**config.mk**
```make
export PLATFORM = sky130hd
export DESIGN_NAME = bus_lane_align
export DESIGN_NICKNAME = d
export VERILOG_FILES = /design/src/rtl/bus_arbiter_pkg.sv /design/src/rtl/bus_arbiter_align.sv
export SDC_FILE = /design/constraint.sdc
export NUM_CORES = 1
export LEC_CHECK = 0
export ABC_CLOCK_PERIOD_IN_PS = 1700
export BUFFER_PORTS_ARGS = -buffer_cell sky130_fd_sc_hd__buf_2
export CORE_ASPECT_RATIO = 1.2
export CORE_MARGIN = 1.5
export CORE_UTILIZATION = 37
export DETAILED_ROUTE_END_ITERATION = 10
export GPL_TIMING_DRIVEN = 0
export MAX_ROUTING_LAYER = met4
export PLACE_DENSITY = 0.95
export SLEW_MARGIN = 40
export SYNTH_ARGS = -nofsm -noshare
export SYNTH_HDL_FRONTEND = slang
export SYNTH_SLANG_ARGS = --single-unit
```
**constraint.sdc**
```tcl
create_clock -name vclk -period 1.7
set_input_delay 0.17 -clock vclk [all_inputs]
set_output_delay 0.17 -clock vclk [all_outputs]
set_load 0.05 [all_outputs]
```
**src/rtl/bus_arbiter_pkg.sv**
```systemverilog
// Shared types and constants for the fetch/data bus arbiter.
package bus_pkg;

    typedef enum logic [1:0] {
        IDLE,
        BUS,
        RESP
    } arb_state_t;

    typedef enum logic {
        OWN_FETCH,
        OWN_DATA
    } owner_t;

    localparam logic [1:0] SIZE_BYTE = 2'd0;
    localparam logic [1:0] SIZE_HALF = 2'd1;
    localparam logic [1:0] SIZE_WORD = 2'd2;

endpackage

```
**src/rtl/bus_arbiter_align.sv**
```systemverilog
// Byte-lane steering: store replication/strobes and load shift/extension.
module bus_lane_align
    import bus_pkg::*;
(
    input  logic [1:0]  st_lane,
    input  logic [1:0]  st_size,
    input  logic [31:0] st_data,
    output logic [3:0]  st_strobe,
    output logic [31:0] st_wdata,
    input  logic [1:0]  ld_lane,
    input  logic [1:0]  ld_size,
    input  logic        ld_signed,
    input  logic [31:0] ld_raw,
    output logic [31:0] ld_data
);

    logic [7:0]  ld_byte;
    logic [15:0] ld_half;

    always_comb begin
        st_strobe = 4'b1111;
        st_wdata  = st_data;
        case (st_size)
            SIZE_BYTE: begin
                st_strobe = 4'b0001 << st_lane;
                st_wdata  = {4{st_data[7:0]}};
            end
            SIZE_HALF: begin
                st_strobe = st_lane[1] ? 4'b1100 : 4'b0011;
                st_wdata  = {2{st_data[15:0]}};
            end
            default: ;
        endcase
    end

    // Half loads only honour a[1]; size 3 falls through as word.
    always_comb begin
        ld_byte = ld_raw[{ld_lane, 3'b000} +: 8];
        ld_half = ld_raw[{ld_lane[1], 4'b0000} +: 16];
        ld_data = ld_raw;
        case (ld_size)
            SIZE_BYTE: ld_data = {{24{ld_signed & ld_byte[7]}}, ld_byte};
            SIZE_HALF: ld_data = {{16{ld_signed & ld_half[15]}}, ld_half};
            default: ;
        endcase
    end

endmodule

```
==> flow_summary_export.csv <==
group,metric,value,unit
routing,drt_iter0_drc,39,
routing,drt-total-wl,4450,um
yosys,synth_area_leaders,"mux2_2 (23%), nand2_1 (17%), mux2i_1 (9.9%), buf_4 (7.4%), a21oi_1 (6.7%)",
setup_path,crit_slowest_cell,"a22oi_2",
layout,finalNonFillerCells,349,
setup_path,critPathLaunchType,"input pin",
hold_path,hp-start,"st_lane[1]",
global_routing,grt.overflow.total,0,
global_routing,grt_max_degree,11,
timing,maxSlewHeadroom,71.4,%
power_and_ir_drop,p_seq_share,0,%
power_and_ir_drop,leakagePower,1.10,nW
layout,multi_input_area,982,um2
timing,rsz0062_at_grt,"no",
die,design.portCount,141,
timing,timing.setup.tns,0,ns
timing,setup_ws,0.145,ns
yosys,synthesis.nets,248,
timing,tightest_slew,0.429,ns
setup_path,cp_data_arrival_time,1.39,ns
yosys,synth_top_area_share,23.2,%
power_and_ir_drop,clkPwrFrac,0,%
place,dp_hpwl,3920,um
layout,final_common_cell,"buf_2",
routing,route.detailed.drc,0,
timing,hold_slack,0.710,ns
place,gp_congestion,0.930,
layout,num_antenna_cells,0,
setup_path,cpMostUsedCell,"buf_2",
timing,setup_viol,0,
power_and_ir_drop,ir_drop,0.000428,V
layout,final_nets,390,
layout,areaGrowthSynthToFinish,67.6,%
clock_network,cts_setup_buffers,0,
power_and_ir_drop,netSwitchingFraction,71.4,%
timing,hold_viol,0,
timing,finalCritPeriodShare,91.5,%
setup_path,crit_type,"input pin to output port",
yosys,synth_area_per_cell,6.37,um2
power_and_ir_drop,powerDensity,531,nW/um2
hold_path,hold_path.class,"input pin to output port",
die,dieArea,3350,um2
yosys,synth_area_leader_cell,"mux2_2",
setup_path,worst-path-max-fanout,10,
place,dp.cells,349,
place,dp_slack,0.0537,ns
layout,drive_above_1_share,59.0,%
die,die_w,53.1,um
routing,viasPerCell,5.05,
routing,antenna_left,0,
power_and_ir_drop,comb_power_share,100.0,%
die,initial_utilization,39.3,%
yosys,yosysWarnings,0,
timing,max_freq,0.643,GHz
yosys,netlist_area,1110,um2
place,port_buffers,140,
layout,nFlopsAndLatches,0,
power_and_ir_drop,cellInternalPower,0.284,mW
layout,nClkBuffers,0,
yosys,yosysSeqAreaShare,0,%
routing,routedWlPerCell,12.7,um
run,drv_cap,0,
die,core_area,2840,um2
timing,fin_crit,1.56,ns
setup_path,crit_path_end_kind,"output port",
clock_network,ctsHoldBuffers,0,
global_routing,grt_pass1_wl,6510,um
setup_path,worstSetupStartpoint,"ld_lane[1]",
setup_path,max_stage_delay,0.25,ns
routing,num_vias,1763,
setup_path,crit_chain,"buf_2 > nor2b_2 > a22oi_2 > nand4b_4 > buf_6 > nand2_1 > buf_2",
yosys,syn_inst,175,
routing,dr.pass1.iters,4,
power_and_ir_drop,p_switching,0.708,mW
die,core.rowCount,21,
setup_path,cp.required,1.53,ns
global_routing,antenna_found_initial,0,
die,die_h,63.1,um
yosys,synth_cell_types,24,
layout,seq_area,0,um2
power_and_ir_drop,p_total,0.992,mW
layout,num-fill-cells,251,
global_routing,grt_pass1_vias,1523,
layout,final_cell_mix,"buf_2 (143), nand2_1 (51), mux2_2 (23), a21oi_1 (15)",
status,status,"finished clean",
timing,finalMaxSlewViolations,0,
global_routing,grt_usage,24.9,%
-- metal layers --
| layer | global-route usage (%) | part of all wire [%] |
|---|---|---|
| met1 | 23.3 | 34 |
| met2 | 49.7 | 52 |
| met3 | 3.32 | 11 |
| met4 | 6.73 | 3.1 |
| met5 | - | 0 |
-- kinds of logic (layout without fill, tap and decap cells) --
group | count (synthesis) | after routing | synth area share [%]
and+or+nand+nor | 71 | 71 | 29.3
AOI/OAI and AO/OA | 46 | 46 | 24.8
muxes | 34 | 34 | 33.1
buffers and inverters | 24 | 164 | 12.8
-- power groups by stage --
stage	logic (mW)	registers (mW)	clock network [mW]
5_1_grt	1.05	0	0
6_report	0.992	0	0
3_5_place_dp	0.990	0	0
3_3_place_gp	0.980	0	0
2_1_floorplan	0.728	0	0
4_1_cts	0.991	0	0
-- cells in the mapped netlist --
library cell   n
nor2b_1       10
o22a_2         1
a21o_1         2
o21bai_1       3
buf_4         11
buf_1          1
buf_6          1
nand2_1       51
a21oi_1       15
mux2_2        23
nand2b_1       1
a221oi_1       1
nand4b_4       1
buf_2          3
o21ai_0       15
a22oi_2        1
nor2b_2        2
inv_1          2
o21ai_1        1
nor2_1         5
mux2i_1       11
a22oi_1        7
nor2_2         1
clkbuf_1       6
-- worst max-delay path: cells and delay by family --
kind | cells | cell delay (ns)
buffers and inverters | 3 | 0.56
AND/OR/NAND/NOR | 3 | 0.40
AO/OA/AOI/OAI | 1 | 0.25
-- metrics by stage --
step           cell area (um2)  utilization (%)
3_5_place_dp              1860             65.7
2_1_floorplan             1120                -
3_3_place_gp              1860             65.7
4_1_cts                   1860             65.7
6_report                  1870             65.8
5_1_grt                   1870             65.8
-- path summary, 6_finish.rpt --
kind	slack, ns	endpoint	cells after the start
hold / removal	0.71	st_strobe[1]	3
setup / recovery	0.14	ld_data[29]	7
-- area by class of cell --
cell class,instances,area share (%)
plain buffers,22,7.23
inverters,2,0.402
well taps,34,2.28
multi-input cells,151,52.6
repair buffers,140,37.5
-- what timing repair did --
action                     in CTS  in global routing
hold endpoints to repair        0                  0
gates resized for setup         0                  1
setup endpoints to repair       0                  4
No activity file was read; power rests on OpenSTA's default activity.
